## src/rtl/sseg_scan_mux.sv

```systemverilog
`default_nettype none
// ============================================================================
// Module      : sseg_scan_mux
// Description : Multiplexed seven-segment driver with double-buffered load,
//               per-digit blank/blink/dp control and leading-zero suppression.
// Revision    : 1.0 - initial release
// ============================================================================
module sseg_scan_mux #(
    parameter int DIGITS       = 4,
    parameter int SCAN_CYCLES  = 65000,
    parameter int BLINK_FRAMES = 250
) (
    input  logic                  clk,
    input  logic                  rst,
    input  logic                  load,
    input  logic [4*DIGITS-1:0]   hex_in,
    input  logic [DIGITS-1:0]     dp_in,
    input  logic [DIGITS-1:0]     blank_in,
    input  logic [DIGITS-1:0]     blink_in,
    input  logic                  lz_en,
    output logic [DIGITS-1:0]     an,
    output logic [6:0]            sseg,
    output logic                  dp,
    output logic                  frame_done
);

    localparam int c_IDX_W  = (DIGITS > 1) ? $clog2(DIGITS) : 1;
    localparam int c_SLOT_W = $clog2(SCAN_CYCLES);
    localparam int c_FRM_W  = (BLINK_FRAMES > 1) ? $clog2(BLINK_FRAMES) : 1;

    logic [4*DIGITS-1:0] r_hex_q, w_hex_d;
    logic [DIGITS-1:0]   r_dp_q, w_dp_d;
    logic [DIGITS-1:0]   r_blank_q, w_blank_d;
    logic [DIGITS-1:0]   r_blink_q, w_blink_d;
    logic [c_IDX_W-1:0]  r_idx_q, w_idx_d;
    logic [c_SLOT_W-1:0] r_slot_q, w_slot_d;
    logic [c_FRM_W-1:0]  r_frame_q, w_frame_d;
    logic                r_phase_q, w_phase_d;
    logic                r_wrap_q, w_wrap_d;
    logic [DIGITS-1:0]   r_an_q, w_an_d;
    logic [6:0]          r_sseg_q, w_sseg_d;
    logic                r_dpo_q, w_dpo_d;
    logic                r_fd_q, w_fd_d;

    logic                w_slot_last, w_idx_last, w_frame_last;
    logic [DIGITS-1:0]   w_lz_dark;
    logic                w_run;
    logic                w_dark;
    logic [3:0]          w_nib;

    function automatic logic [6:0] f_decode(input logic [3:0] nib);
        case (nib)
            4'h0: f_decode = 7'b1000000;
            4'h1: f_decode = 7'b1111001;
            4'h2: f_decode = 7'b0100100;
            4'h3: f_decode = 7'b0110000;
            4'h4: f_decode = 7'b0011001;
            4'h5: f_decode = 7'b0010010;
            4'h6: f_decode = 7'b0000010;
            4'h7: f_decode = 7'b1111000;
            4'h8: f_decode = 7'b0000000;
            4'h9: f_decode = 7'b0010000;
            4'hA: f_decode = 7'b0001000;
            4'hB: f_decode = 7'b0000011;
            4'hC: f_decode = 7'b1000110;
            4'hD: f_decode = 7'b0100001;
            4'hE: f_decode = 7'b0000110;
            default: f_decode = 7'b0001110;
        endcase
    endfunction

    assign w_slot_last  = (r_slot_q  == c_SLOT_W'(SCAN_CYCLES - 1));
    assign w_idx_last   = (r_idx_q   == c_IDX_W'(DIGITS - 1));
    assign w_frame_last = (r_frame_q == c_FRM_W'(BLINK_FRAMES - 1));

    always_comb begin
        w_hex_d   = load ? hex_in   : r_hex_q;
        w_dp_d    = load ? dp_in    : r_dp_q;
        w_blank_d = load ? blank_in : r_blank_q;
        w_blink_d = load ? blink_in : r_blink_q;
    end

    always_comb begin
        w_slot_d  = r_slot_q;
        w_idx_d   = r_idx_q;
        w_frame_d = r_frame_q;
        w_phase_d = r_phase_q;
        w_wrap_d  = 1'b0;
        if (w_slot_last) begin
            w_slot_d = '0;
            if (w_idx_last) begin
                w_idx_d  = '0;
                w_wrap_d = 1'b1;
                if (w_frame_last) begin
                    w_frame_d = '0;
                    w_phase_d = ~r_phase_q;
                end else begin
                    w_frame_d = r_frame_q + 1'b1;
                end
            end else begin
                w_idx_d = r_idx_q + 1'b1;
            end
        end else begin
            w_slot_d = r_slot_q + 1'b1;
        end
    end

    // Walk from the most significant digit down; a digit is suppressed while
    // every digit from it upward is zero. Digit 0 is never suppressed.
    always_comb begin
        w_lz_dark = '0;
        w_run     = 1'b1;
        for (int i = DIGITS - 1; i > 0; i--) begin
            w_run        = w_run & (r_hex_q[4*i +: 4] == 4'h0);
            w_lz_dark[i] = w_run & lz_en;
        end
    end

    always_comb begin
        w_nib   = r_hex_q[{r_idx_q, 2'b00} +: 4];
        w_dark  = r_blank_q[r_idx_q] | (r_blink_q[r_idx_q] & r_phase_q) | w_lz_dark[r_idx_q];
        w_an_d  = '1;
        w_an_d[r_idx_q] = 1'b0;
        w_sseg_d = w_dark ? 7'h7F : f_decode(w_nib);
        w_dpo_d  = w_dark ? 1'b1  : ~r_dp_q[r_idx_q];
        // Delayed one cycle so the strobe lines up with an returning to digit 0.
        w_fd_d   = r_wrap_q;
    end

    always_ff @(posedge clk or posedge rst) begin
        if (rst) begin
            r_hex_q   <= '0;
            r_dp_q    <= '0;
            r_blank_q <= '0;
            r_blink_q <= '0;
            r_idx_q   <= '0;
            r_slot_q  <= '0;
            r_frame_q <= '0;
            r_phase_q <= 1'b0;
            r_wrap_q  <= 1'b0;
            r_an_q    <= '1;
            r_sseg_q  <= 7'h7F;
            r_dpo_q   <= 1'b1;
            r_fd_q    <= 1'b0;
        end else begin
            r_hex_q   <= w_hex_d;
            r_dp_q    <= w_dp_d;
            r_blank_q <= w_blank_d;
            r_blink_q <= w_blink_d;
            r_idx_q   <= w_idx_d;
            r_slot_q  <= w_slot_d;
            r_frame_q <= w_frame_d;
            r_phase_q <= w_phase_d;
            r_wrap_q  <= w_wrap_d;
            r_an_q    <= w_an_d;
            r_sseg_q  <= w_sseg_d;
            r_dpo_q   <= w_dpo_d;
            r_fd_q    <= w_fd_d;
        end
    end

    assign an         = r_an_q;
    assign sseg       = r_sseg_q;
    assign dp         = r_dpo_q;
    assign frame_done = r_fd_q;

endmodule
`default_nettype wire

```

## config.mk

```make
export PLATFORM = sky130hd
export DESIGN_NAME = sseg_scan_mux
export DESIGN_NICKNAME = d
export VERILOG_FILES = /design/src/rtl/sseg_scan_mux.sv
export SDC_FILE = /design/constraint.sdc
export NUM_CORES = 1
export LEC_CHECK = 0
export ABC_AREA = 1
export CORE_MARGIN = 1
export CORE_UTILIZATION = 60
export DETAILED_ROUTE_END_ITERATION = 8
export PLACE_DENSITY_LB_ADDON = 0.05
export SYNTH_ARGS = -nofsm -noshare
export SYNTH_HDL_FRONTEND = slang
export SYNTH_SLANG_ARGS = --single-unit
```

## constraint.sdc

```tcl
create_clock -name clk -period 3.17 [get_ports clk]
set_input_delay 0.634 -clock clk [delete_from_list [all_inputs] [get_ports clk]]
set_output_delay 0.634 -clock clk [all_outputs]
set_load 0.005 [all_outputs]
```

======== Word-level counts from Yosys, hierarchy flattened ========
Memory sizes are Yosys's and may differ from the RTL's.
Cells that the tools add are included.
word-level totals
  flip-flop bits (word level) ............. 69
  latch bits .............................. 0
  bits in writable memories ............... 0
  memory bits (read-only) ................. 112
  input bits .............................. 32
  output and inout bits ................... 13
  logic and storage cells ................. 57
  memories ................................ 1
memories
  name             depth  width  rd ports  clocked after Yosys merged registers in  wr ports  RTL line  RTL
  (no name shown)  16     7      1         0                                        0         52        case (nib)
operators by class
  add/subtract/negate cells ............... 3
  $mul .................................... 0
  divide/modulo/power cells ............... 0
  $lt $le $gt $ge ......................... 2
  equal/unequal tests ..................... 3
  shifts and indexed selects .............. 1
  muxes and demuxes ....................... 17
  bitwise logic cells ..................... 11
  reductions and logical operators ........ 6
operators with widths
  kind                                                                                 number
  16-bit by 1-bit adder with 16-bit output, second input constant                      1
  16-bit == test, second input constant                                                1
  16-bit two-way mux                                                                   1
  16-bit by 5-bit variable part select with 4-bit output                               1
  4-bit logical NOT                                                                    3
  8-bit by 1-bit adder with 8-bit output, second input constant                        1
  1-bit binary-select mux with 2-bit select                                            4
  8-bit == test, second input constant                                                 1
  1-bit two-way mux                                                                    8
  8-bit two-way mux                                                                    1
  7-bit two-way mux                                                                    1
  1-bit bitwise AND                                                                    6
  4-bit NOT                                                                            1
  2-bit by 3-bit < comparator with 1-bit output, second input constant                 1
  3-bit AND reduction                                                                  1
  2-bit by 1-bit adder with 2-bit output, second input constant                        1
  1-bit demux with 2-bit select                                                        1
  2-bit == test, second input constant                                                 1
  2-bit by 1-bit greater-or-equal comparator with 1-bit output, second input constant  1
  2-bit two-way mux                                                                    1
  1-bit NOT                                                                            2
  1-bit OR                                                                             2
  2-bit AND reduction                                                                  1
  1-bit logical AND                                                                    1

======== Longest topological paths before layout ========
  depth after elaboration ................. 8
  gate-level depth with buffers ........... 12
  mapped depth without buffers ............ 11

======== Worst setup path before layout ========
OpenSTA, ideal clock, no wires.
  kind .................................... flip-flop to flip-flop
  start point ............................. reg r_idx_q[0]
  end point ............................... reg r_sseg_q[3] (netlist: sseg[3])
  setup time .............................. 88 ps
  data arrival time ....................... 1,464 ps
  required time ........................... 3,082 ps
  setup slack ............................. 1,618 ps
  cell stages (with the launch flop) ...... 12
  buffers on the path ..................... 2
  clock period less this slack ............ 1,552 ps
  cell sequence ........................... dfrtp_1 > buf_4 > buf_4 > nand2_1 > nand2_1 > nand2_1 > nand2_1 > ha_1 > nand3_1 > nand2_1 > nand2_1 > nand3_1
between the ends
  cells in the longest elaborated chain, start to end .. 6
  elaborated cells between the ends (all ways) .. 12
  those cells by class .................... 1 x shift; 7 x mux; 3 x bitwise; 1 x memory
ends and longest elaborated chain
  item                                                                            RTL line  RTL
  from (decl)                                                                     35        logic [c_IDX_W-1:0] r_idx_q, w_idx_d;
  from (signal assigned)                                                          150       r_idx_q <= w_idx_d;
  parallel branches: the longest is 5 deep, another holds memory read 16 x 7 bit  n/a
  7-bit two-way mux (*)                                                           124       w_sseg_d = w_dark ? 7'h7F : f_decode(w_nib);
  net w_sseg_d[3]                                                                 41        logic [6:0] r_sseg_q, w_sseg_d;
  to (signal assigned)                                                            156       r_sseg_q <= w_sseg_d;
  to (decl)                                                                       41
Mark *: on every way through the listed nets, which the timed path passes. The select of a mux whose other input is x is not followed.
A chain may end at the register's enable or synchronous reset.

======== Worst setup path after layout ========
  start point ............................. reg r_idx_q[0]
  end point ............................... reg r_sseg_q[0] (netlist: sseg[0])
Same word-level chain as after synthesis.

==> results <==
- The slowest stage cell on the critical path is dfrtp_1.
- The capture instance of the worst register-to-register path is sseg[0]$_DFF_PP1_.
- The clock input transition at the sequential cells of the worst setup and hold paths is about 70 ps.
- STA classifies the critical path endpoint as a flip-flop.
- The number of buffers inserted during clock tree synthesis is 9.
- The share of final-layout standard cells stronger than drive strength 1 is about an eighth.
- For the worst setup path, the data required time is between 3000 and 4000 ps.
- The routed length on met2 is roughly 4100 um.
- For this run, the post-layout net count is 567.
- The number of global-route vias before repair is between 2000 and 3000.
- The number of nets still failing antenna checks after routing is 0.
- The total of flip-flops plus latches after synthesis is between 60 and 70.
- The class of the most critical setup path is reg -> reg.
- The flow ran to the end, and the final reports show no timing, DRC or antenna violations.
- The initial utilization of the core area, before any placement, comes to a little over three fifths.
- The number of instances resized during post-cts repair is 0.
- The area fraction of the dominant cell type after synthesis is 38.3%.
- nand2_1 is the most common cell in the netlist.
- Measured along the x axis, the die boundary spans 80.8 um.
- The total power of the final layout is around 2.1 mW.
- The final standard cell area without fillers is between 0.004 and 0.005 mm^2.
- The largest single stage delay on the critical path is 780 ps.
- On the final layout, the worst clock skew is between 6 and 7 ps.
- Based on the critical path, the design can be clocked at up to about 450 MHz.
- The total negative setup slack is 0 ps.
- The initial antenna violation count came to 0.
- The maximum number of pins on one net before global-route repair is 47.
- During synthesis, Yosys emitted a total of 0 warnings.
- The setup slack after layout is about 940 ps.
- The diode insertion count for antenna repair is 0.
- The worst-case hold path end point is frame_done$_DFF_PP0_.
- The post-layout minimum cycle time is 2230 ps.
- The top layer used by detailed routing is met4.
- Counting along the longest clock path gives a buffer depth of 2.
- After detailed routing, the wire length on met1 is 3580 um.
- VDD sags by at most 0.000293 V.
- In this run the worst path has a maximum fanout of 22.
- Setup repair after global routing left no endpoint under its margin.
- The arrival time reported for the critical path endpoint is roughly 2500 ps.
- In this run the register-to-register setup slack is between 900 and 1000 ps.
- The die outline area is 0.00653 mm^2.
- The startpoint of the worst-slack reg-to-reg timing path is r_idx_q[0]$_DFFE_PP0N_.
- The worst hold path begins at r_wrap_q$_DFF_PP0_.
- Clock latency on the worst-skew pair, taken at its later pin, is between 300 and 400 ps.
- The number of maximum-capacitance violations is 0.
- The count of port buffers added during placement is 44.
- The post-detailed-route DRC marker count is 0.
- After clock tree synthesis, the flow added hold-fix buffers numbering 0.
- The pre-antenna-repair detailed-routing pass consisted of 5 iterations.
- By area the synthesized netlist is led by dfrtp_1 38%, nand2_1 15%, dfstp_2 8.5%, inv_1 5.7%, nand3_1 5.6%.
- CTS built an H-tree with a depth of 3.
- The tightest min-delay check is of the reg -> reg type.
- Setup violations remaining at the end of the flow were counted as 0.
- The all-layer global routing usage is between 20% and 30%.
- Yosys mapped the design onto 31 distinct sky130hd cell types.
- The height of the chip is between 80 and 90 um.
- The area growth from synthesis to layout is 20.2%.
- The headroom to the max-slew limit is 47.2%.
- The first-iteration detailed-routing DRC count is 161.
- After global routing the overflow that remains totals 0.
- The first-pass GRT wire length is between 10000 and 15000 um.
- Dividing the detail-routed wire length by the instance count gives 14.0 um.
- Sequential cells were found to cover a little under half of the synthesized design area.
- The final core utilization is about three quarters.
- The core region is just under 0.006 mm^2.
- The routed layout has 3252 vias.
- Pin placement for this block handled 45 I/O pins.
- The sink count of the clock tree is 69.
- Once detailed placement completed, the half-perimeter wirelength came to about 5700 um.
- Synthesis handed over a netlist of approximately 480 instances.
- Among the stages of the critical path, the cell type that occurs most often is nand2_1.
- The routability congestion estimate from global placement is 0.854.
- The critical path goes through inv_2 -> nand2_1 -> nand2_1 -> nand2_1 -> nand2_1 -> ha_1 -> nand3_1 -> nand2_1 -> nand2_1 -> nand3_1.
- The worst slack after detailed placement is around 1100 ps.
- The library cell with the largest summed area after synthesis is dfrtp_1.
- The leakage power is between 2 and 2.5 nW.
- The final critical path takes up 70.4% of the cycle.
- The root buffer cell chosen for the clock tree is clkbuf_8.
- Summing all placed instances gives a cell area of 0.00423 mm^2.
- After detailed routing, the number of vias per cell comes to approximately 5.4.
- The post-synth net total is around 520.
- In this run the post-CTS setup repair buffer count came out at 0.
- The category of the worst setup path launch point is a flip-flop.
- The number of hold violations in the final report is 0.
- After synthesis, the share of flip-flops with an asynchronous set or reset is 100%.
- The initialized floorplan defines 28 standard-cell rows.
- The transition time at the pin with the least slew margin is a little under 800 ps.
- The leading register cell type out of synthesis is dfrtp_1.
- The final wirelength is 8440 um.
- The number of cells on the worst hold path is 0.
- TritonCTS built the clock tree.
- After synthesis the cells add up to roughly 0.0037 mm^2.
- After synthesis, the mean cell area works out to roughly 7.8 um^2.
- The final max-slew violation count is 0.
- In this run the power density over the cells is approximately 480 mW/mm^2.
- The wire length on met3 is 500 um.
- The number of enable flip-flop cells after synthesis is 0.
- In the synthesized netlist, the cells that appear most often are 147 x nand2_1, 57 x dfrtp_1, 57 x inv_1, 42 x nand3_1, 42 x nor2_1.
- Measured in cells, the most critical reg-to-reg path has a length of 10.
[state kept, by name, summed over array words and instances (netlist names)]
register    count
dp              1
r_hex_q        16
r_phase_q       1
r_slot_q       16
an              4
r_wrap_q        1
r_dp_q          4
r_idx_q         2
frame_done      1
r_blink_q       4
sseg            7
r_frame_q       8
r_blank_q       4
[placed cells by master, fill, tap and decap left out, drive strengths merged, types with 2 or more instances in the layout]
cell / count
nand2: 152
inv: 62
dfrtp: 57
nor2: 47
clkdlybuf4s50: 44
nand3: 44
o21ai: 34
ha: 13
dfstp: 12
clkbuf: 12
mux2: 10
nor3: 8
a21oi: 7
nand4: 5
xor2: 5
bufinv: 4
buf: 3
nand3b: 2
or2: 2
xnor2: 2
[metrics by stage]
stage | hold slack [ps] | cells
2_1_floorplan | 331 | 476
3_3_place_gp | 345 | 586
3_5_place_dp | 337 | 586
4_1_cts | 365 | 602
5_1_grt | 366 | 602
6_report | 364 | 602
[worst max-delay path, delay by kind of cell (launching register included)]
| kind | cells | cell delay, ps |
|---|---|---|
| adders and majority gates | 1 | 280 |
| buffers and inverters | 1 | 290 |
| DFF | 1 | 780 |
| and+or+nand+nor | 8 | 800 |
[report_power, final]
part	switching, mW	internal, mW
clock	0.334	0.604
combinational	0.123	0.114
sequential	0.0215	0.939
total	0.478	1.66
[worst max-delay path by stage]
stage | start | endpoint | slack, ps
2_1_floorplan | rst | frame_done$_DFF_PP0_ | 820
3_5_place_dp | r_idx_q[0]$_DFFE_PP0N_ | sseg[0]$_DFF_PP1_ | 1080
6_report | r_idx_q[0]$_DFFE_PP0N_ | sseg[0]$_DFF_PP1_ | 940
3_3_place_gp | r_idx_q[0]$_DFFE_PP0N_ | sseg[3]$_DFF_PP1_ | 1180
4_1_cts | r_idx_q[0]$_DFFE_PP0N_ | sseg[0]$_DFF_PP1_ | 1000
5_1_grt | r_idx_q[0]$_DFFE_PP0N_ | sseg[0]$_DFF_PP1_ | 850
[cell families (layout without fill, tap and decap cells)]
family,count (synthesis),in the layout,synth area share [%]
and+or+nand+nor,261,261,30.3
adders and majority gates,13,13,4.36
DFF,69,69,46.7
AOI/OAI and AO/OA,42,42,5.87
buffers and inverters,74,125,8.12
muxes,10,10,3.02
xor gates and xnor gates,7,7,1.64
[cell type report]
cell class | instances | area (um^2)
clock buffers | 12 | 135
clock inverters | 4 | 120
fillers | 433 | 1470
inverters | 62 | 233
multi-input cells | 333 | 1680
flip-flops and latches | 69 | 1740
well taps | 75 | 93.8
repair buffers | 47 | 475
[layer usage]
layer  vias to the layer above  track usage [%]
met5                         -                0
met4                         0             13.6
met3                        25             5.17
met2                       127             46.1
met1                      1519             33.1
li1                       1581                -
Note: power is estimated with default switching activity, not from simulation.
